### config.mk
export PLATFORM = sky130hd
export DESIGN_NAME = mux_rr_arb_flat
export DESIGN_NICKNAME = d
export VERILOG_FILES = /design/src/rtl/mux_rr_arb_if.sv /design/src/rtl/mux_rr_arb.sv /design/src/flat_wrapper.sv
export SDC_FILE = /design/constraint.sdc
export NUM_CORES = 1
export LEC_CHECK = 0
export ABC_AREA = 1
export BUFFER_PORTS_ARGS = -buffer_cell sky130_fd_sc_hd__buf_4
export CAP_MARGIN = 20
export CORE_MARGIN = 5
export CORE_UTILIZATION = 41
export DETAILED_ROUTE_END_ITERATION = 8
export PLACE_DENSITY = 0.89
export SETUP_SLACK_MARGIN = 0.1
export SLEW_MARGIN = 20
export SYNTH_ARGS = -nofsm -noshare
export SYNTH_HDL_FRONTEND = slang
export SYNTH_SLANG_ARGS = --single-unit
export TNS_END_PERCENT = 100
### constraint.sdc
create_clock -name clk -period 2.4 [get_ports clk]
set_input_delay 0.24 -clock clk [delete_from_list [all_inputs] [get_ports clk]]
set_output_delay 0.24 -clock clk [all_outputs]
set_load 0.01 [all_outputs]
### src/rtl/mux_rr_arb_if.sv
// Handshake bundle for mux_rr_arb: NUM_CH request channels in, one registered
// result channel out. The arbiter uses the slave view; the producer/consumer side uses master.
interface mux_rr_arb_if #(
  parameter int WIDTH  = 32,
  parameter int NUM_CH = 4
);
  localparam int SEL_W = $clog2(NUM_CH);

  logic                    mode;
  logic [NUM_CH-1:0]       in_valid;
  logic [NUM_CH*WIDTH-1:0] in_data;
  logic [NUM_CH-1:0]       in_ready;
  logic                    out_valid;
  logic [WIDTH-1:0]        out_data;
  logic [SEL_W-1:0]        out_sel;
  logic                    out_ready;

  modport slave (
    input  mode, in_valid, in_data, out_ready,
    output in_ready, out_valid, out_data, out_sel
  );

  modport master (
    output mode, in_valid, in_data, out_ready,
    input  in_ready, out_valid, out_data, out_sel
  );
endinterface

### src/rtl/mux_rr_arb.sv
// N-channel arbitrating mux with a one-deep registered output. Round-robin or
// fixed-priority selection, winner index reported alongside the data.
module mux_rr_arb #(
  parameter  int WIDTH  = 32,
  parameter  int NUM_CH = 4,
  localparam int SEL_W  = $clog2(NUM_CH)
) (
  input  logic         clk,
  input  logic         rst_n,
  mux_rr_arb_if.slave  bus
);

  logic [SEL_W-1:0] rr_ptr;
  logic [SEL_W-1:0] base;
  logic [SEL_W-1:0] win;
  logic [WIDTH-1:0] win_data;
  logic             any_vld;
  logic             load;
  logic             accept;

  logic             vld_p1;
  logic [WIDTH-1:0] data_p1;
  logic [SEL_W-1:0] sel_p1;

  // Stage 0: arbitration. The second loop overrides the first, so channels at or
  // above the search base take precedence over the wrapped-around ones.
  always_comb begin
    base = bus.mode ? '0 : rr_ptr;
    win  = '0;
    for (int i = NUM_CH - 1; i >= 0; i--) begin
      if (bus.in_valid[i] && (i < int'(base))) win = SEL_W'(i);
    end
    for (int i = NUM_CH - 1; i >= 0; i--) begin
      if (bus.in_valid[i] && (i >= int'(base))) win = SEL_W'(i);
    end
  end

  always_comb begin
    win_data = '0;
    for (int i = 0; i < NUM_CH; i++) begin
      if (win == SEL_W'(i)) win_data = bus.in_data[i*WIDTH +: WIDTH];
    end
  end

  assign any_vld = |bus.in_valid;
  assign load    = !vld_p1 || bus.out_ready;
  assign accept  = rst_n && load && any_vld;

  always_comb begin
    bus.in_ready = '0;
    for (int i = 0; i < NUM_CH; i++) begin
      bus.in_ready[i] = accept && (win == SEL_W'(i));
    end
  end

  // Stage 1: output register and round-robin pointer.
  always_ff @(posedge clk) begin
    if (!rst_n) begin
      vld_p1  <= 1'b0;
      data_p1 <= '0;
      sel_p1  <= '0;
      rr_ptr  <= '0;
    end else begin
      if (load) begin
        vld_p1 <= any_vld;
        if (any_vld) begin
          data_p1 <= win_data;
          sel_p1  <= win;
        end
      end
      if (accept && !bus.mode) begin
        rr_ptr <= (win == SEL_W'(NUM_CH - 1)) ? '0 : win + 1'b1;
      end
    end
  end

  assign bus.out_valid = vld_p1;
  assign bus.out_data  = data_p1;
  assign bus.out_sel   = sel_p1;

endmodule

### src/flat_wrapper.sv
// flat-port wrapper written by rule: the top's interface ports become plain ports
module mux_rr_arb_flat 
#(
  parameter  int WIDTH  = 32,
  parameter  int NUM_CH = 4,
  localparam int SEL_W  = $clog2(NUM_CH)
)
  (clk, rst_n, bus_mode, bus_in_valid, bus_in_data, bus_out_ready, bus_in_ready, bus_out_valid, bus_out_data, bus_out_sel);
  mux_rr_arb_if #(.WIDTH(WIDTH), .NUM_CH(NUM_CH)) bus_i ();
  input  logic clk;
  input  logic rst_n;
  input wire logic [$bits(bus_i.mode)-1:0] bus_mode;
  input wire logic [$bits(bus_i.in_valid)-1:0] bus_in_valid;
  input wire logic [$bits(bus_i.in_data)-1:0] bus_in_data;
  input wire logic [$bits(bus_i.out_ready)-1:0] bus_out_ready;
  output wire logic [$bits(bus_i.in_ready)-1:0] bus_in_ready;
  output wire logic [$bits(bus_i.out_valid)-1:0] bus_out_valid;
  output wire logic [$bits(bus_i.out_data)-1:0] bus_out_data;
  output wire logic [$bits(bus_i.out_sel)-1:0] bus_out_sel;
  assign bus_i.mode = bus_mode;
  assign bus_i.in_valid = bus_in_valid;
  assign bus_i.in_data = bus_in_data;
  assign bus_i.out_ready = bus_out_ready;
  assign bus_in_ready = bus_i.in_ready;
  assign bus_out_valid = bus_i.out_valid;
  assign bus_out_data = bus_i.out_data;
  assign bus_out_sel = bus_i.out_sel;
  mux_rr_arb #(.WIDTH(WIDTH), .NUM_CH(NUM_CH)) u_core (.clk(clk), .rst_n(rst_n), .bus(bus_i));
endmodule
## Yosys cells after proc, flatten, opt, wreduce, memory -nomap -nowiden

Cells that the tools add are included.
Widths: inputs -> output; s select.

| word-level totals | value |
|---|---|
| flip-flop bits (word level) | 37 |
| bits of input ports | 136 |
| output and inout bits | 39 |

| cells by class | value |
|---|---|
| $add $sub $neg | 1 |
| magnitude comparators | 6 |
| equality and inequality tests | 3 |
| multiplexer cells | 13 |
| reduce and logical (&&, ||, !) cells | 19 |

Operator list:

| kind | number |
|---|---|
| $mux 32 | 4 |
| $mux 2 | 9 |
| $logic_and 1x1->1 | 13 |
| $eq 2x2->1 const B | 2 |
| $ge 1x2->1 const A | 2 |
| $lt 1x2->1 const A | 2 |
| $reduce_or 4->1 | 1 |
| $add 2x1->2 const B | 1 |
| $eq 2x1->1 const B | 1 |
| $ge 2x2->1 const A | 1 |
| $logic_not 1->1 | 2 |
| $logic_not 2->1 | 1 |
| $lt 2x2->1 const A | 1 |
| $reduce_and 2->1 | 1 |
| $logic_or 1x1->1 | 1 |

## Depth between registers and ports, before layout

| logic depth | value |
|---|---|
| depth in word-level cells | 15 |
| mapped depth | 16 |
| depth with buffers taken out | 14 |

## Worst setup path before layout

Ideal clock, no wire load.

| timing | value |
|---|---|
| path kind | register to output |
| from | reg u_core.rr_ptr[1] |
| to | out bus_in_ready[3] |
| data arrival time | 1,700 ps |
| data required time | 2,160 ps |
| path slack | 460 ps |
| cell stages (with the launch flop) | 12 |
| path through | dfxtp_1 > inv_1 > o21ai_0 > o21ai_0 > nor2_1 > nand2_1 > inv_1 > ha_1 > clkbuf_1 > inv_1 > buf_2 > nor2_1 |

| between the ends | value |
|---|---|
| longest elaborated chain between the ends | 12 |
| elaborated cells between the ends (all ways) | 22 |
| classes of those cells | order compare: 6; eq/ne: 1; mux: 8; reduce/logical: 7 |

RTL lines:

| item | RTL line | text |
|---|---|---|
| start: declaration | mux_rr_arb.sv:13 | `logic [SEL_W-1:0] rr_ptr;` |
| start signal: assignment | mux_rr_arb.sv:72 | `rr_ptr <= (win == SEL_W'(NUM_CH - 1)) ? '0 : win + 1'b1;` |
| $mux 2 * | mux_rr_arb.sv:28 | `base = bus.mode ? '0 : rr_ptr;` |
| $lt 2x2->1 | mux_rr_arb.sv:31 | `if (bus.in_valid[i] && (i < int'(base))) win = SEL_W'(i);` |
| $logic_and 1x1->1 | mux_rr_arb.sv:31 |  |
| $mux 2 (3 in a row) | mux_rr_arb.sv:31 |  |
| $mux 2 (3 in a row) | mux_rr_arb.sv:34 | `if (bus.in_valid[i] && (i >= int'(base))) win = SEL_W'(i);` |
| $mux 2 * | mux_rr_arb.sv:34 |  |
| named net u_core.win[1] | mux_rr_arb.sv:15 | `logic [SEL_W-1:0] win;` |
| $eq 2x2->1 * | mux_rr_arb.sv:52 | `bus.in_ready[i] = accept && (win == SEL_W'(i));` |
| $logic_and 1x1->1 * | mux_rr_arb.sv:52 |  |
| end: declaration | flat_wrapper.sv:16 | `output wire logic [$bits(bus_i.in_ready)-1:0] bus_in_ready;` |

The timed path passes the listed nets; every way through them passes the cells marked *.

## Final worst setup path

| timing | value |
|---|---|
| from | reg u_core.rr_ptr[1] |
| to | out bus_in_ready[2] |

The elaborated chain is that of the path after synthesis.

==> flow_summary.toml <==
[outcome]
status = "finished, final reports clean"

[sta]
slew_headroom = 0.7435
min_period_over_period = 0.9014
tns_ns = 0
fin_skew_ns = 0.008071
worst_slack_ns = 0.2367
setup_violations = 0
hold_viol_final = 0
worst_pin_slew_ns = 0.3847
final_max_slew_viol_count = 0
rsz0062_at_grt = "yes"
period_needed_ns = 2.163
clock.fmax_mhz = 462.3

[setup_path]
reg2reg_depth = 14
crit_fanout = 19
worstSetupStartpointType = "flip-flop"
critPathKind = "flip-flop to output port"
cp-end-kind = "output port"
crit_arrival_ns = 1.92
cp.required_ns = 2.16

[clock_network]
cts_tree = "done"
htreeDepth = 2
clk_pin_slew_ns = 0.08
insertion_delay_ns = 0.29
cts-buffers-inserted = 5
cts.sinks = 37
cts_buffer_depth = 2
cts_hold_buf = 0
cts-root-buf = "clkbuf_8"

[placement]
routabilityCongestion = 0.8863
post-place-ws_ns = 0.2895
io_buffers = 174
hpwl_um = 7239
dpl.cell_count = 580

[global_routing]
grt_pass1_wl_um = 15190
overflow = 0
antenna_found_initial = 0
grt_max_degree = 40
grtUsageTotal = 0.2529
grt_pass1_vias = 3232

[synth]
synth_edf_count = 0
post-synth-top-area-cell = "dfxtp_1"
ys_ff_latch = 37
yosysWarnings = 0
syn-cell-area_um2 = 2345
synthTopCellsByArea = "dfxtp_1 (32%), a21oi_1 (21%), nand2_1 (12%)"
synthArstFlopShare = 0
syn_nets = 492
netlist.area_leader.share = 0.3159
synth_cell_types = 21
synth_seq_area_share = 0.3159
synthCells = 352
ys.flop_type = "dfxtp_1"
syn_area_per_cell_um2 = 6.661

[final_layout]
drive_above_1_share = 0.4081
fin_cells = 589
final_nets = 657
diodes = 0
area.growth.synth_to_final_pct = 62.97
n_fill_cell = 462

[min_path]
hp-class = "primary input to flip-flop"
holdPathStages = 3

[run]
maxCapViolations = 0

[route]
wl_per_cell_um = 16.54
dr.pass1.iters = 5
route.detailed.drc = 0
vias = 3267
ant_nets = 0
dr.first_iter.drc_count = 167
vias_per_cell = 5.547
finalWirelength_um = 9745

[floorplanning]
num_io_pins = 175
die_area_um2 = 7332
placementRows = 27
die_h_um = 85.63
start_util = 0.4232
die_x_um = 85.63
core_area_um2 = 5540

[power_and_ir_drop]
leakagePower_nw = 1.880
ir_worst_vdd_v = 0.0003254
pwr_density_cell_nw_per_um2 = 522.2
placed cells by master, fill, tap and decap left out:
cell / count
dfxtp_1: 36
inv_1: 16
nor2_4: 1
nand3_1: 3
a21oi_1: 98
nor2_1: 6
o211ai_1: 32
nand2_1: 74
buf_4: 188
clkbuf_1: 1
ha_4: 2
o2111ai_1: 1
dfxtp_2: 1
o21ai_0: 16
ha_1: 2
nand2_2: 3
nor3_2: 1
clkbuf_8: 6
inv_2: 2
o21ai_1: 20
nand3_2: 1
buf_8: 2
o21ai_2: 1
nand4_1: 1
nor2_2: 3
metrics by stage:
stage	total power [mW]	instance area, µm²	hold WS, ns	util
final	1.996	3821	0.2415	0.6897
after global routing	2.113	3821	0.2435	0.6897
after CTS	1.977	3750	0.2409	0.6768
after detailed placement	1.530	3660	0.4875	0.6606
after global placement	1.507	3660	0.4611	0.6606
after floorplan	1.154	2345	0.4337	-
power by group:
part           switching (mW)  internal [mW]
Sequential             0.0429          0.689
Clock                   0.221          0.228
Combinational           0.406          0.408
timing repair:
action / 4_1_cts / 5_1_grt
gates resized for setup: 2 / 15
pin swaps: 0 / 1
gates cloned: 0 / 0
buffers inserted: 0 / 2
hold endpoints to repair: 0 / 0
setup endpoints to repair: 2 / 26
flip-flops by register name, indices dropped and copies added, names as in the netlist:
register / count
u_core.bus.out_valid: 1
u_core.rr_ptr: 2
u_core.bus.out_data: 32
u_core.bus.out_sel: 2
critical path: stages, from the launching register on:
cell and delay (ns):
dfxtp_2 0.36, inv_1 0.08, o21ai_2 0.13, o21ai_0 0.11, nor2_1 0.12, nand2_2 0.10, inv_1 0.13, ha_4 0.15
inv_1 0.06, buf_8 0.16, nor2_1 0.11, buf_4 0.13
kinds of logic after synthesis:
| family | share of synthesized area |
|---|---|
| AOI/OAI and AO/OA | 0.3943 |
| and+or+nand+nor | 0.1601 |
| buffers and inverters | 0.1083 |
| DFF | 0.3159 |
| adders and majority gates | 0.02135 |
per-layer routing:
layer	up-vias	global-route usage	share of wire
li1	1559	-	-
met1	1503	0.2869	0.39
met2	172	0.4470	0.49
met3	33	0.08357	0.090
met4	0	0.07914	0.027
met5	-	0	0
worst paths after layout:
check                        start                 endpoint  slack (ns)
hold / removal    bus_in_data[124]  u_core.bus.out_data[28]        0.24
setup / recovery  u_core.rr_ptr[1]          bus_in_ready[2]        0.24
hold reg to reg   u_core.rr_ptr[1]         u_core.rr_ptr[1]        0.51
setup reg to reg  u_core.rr_ptr[1]  u_core.bus.out_data[17]        0.38
area by class of cell:
cell class	instances	area (µm²)	area share
Multi-Input combinational cell	265	1394	0.3648
Clock buffer	7	86.33	0.02259
Tap cell	72	90.09	0.02358
Sequential cell	37	742.0	0.1942
Inverter	18	67.56	0.01768
Timing Repair Buffer	190	1441	0.3772
cells in the mapped netlist, types with 3 or more instances:
library cell and n:
buf_6 6, nor2_1 8, o21ai_0 17, ha_1 4, nand3_1 3, a21oi_1 98
o211ai_1 32, inv_1 17, nand2_1 76, o21ai_1 20, buf_2 17, clkbuf_1 9
dfxtp_1 37
Power figures use the tool's default switching activity.
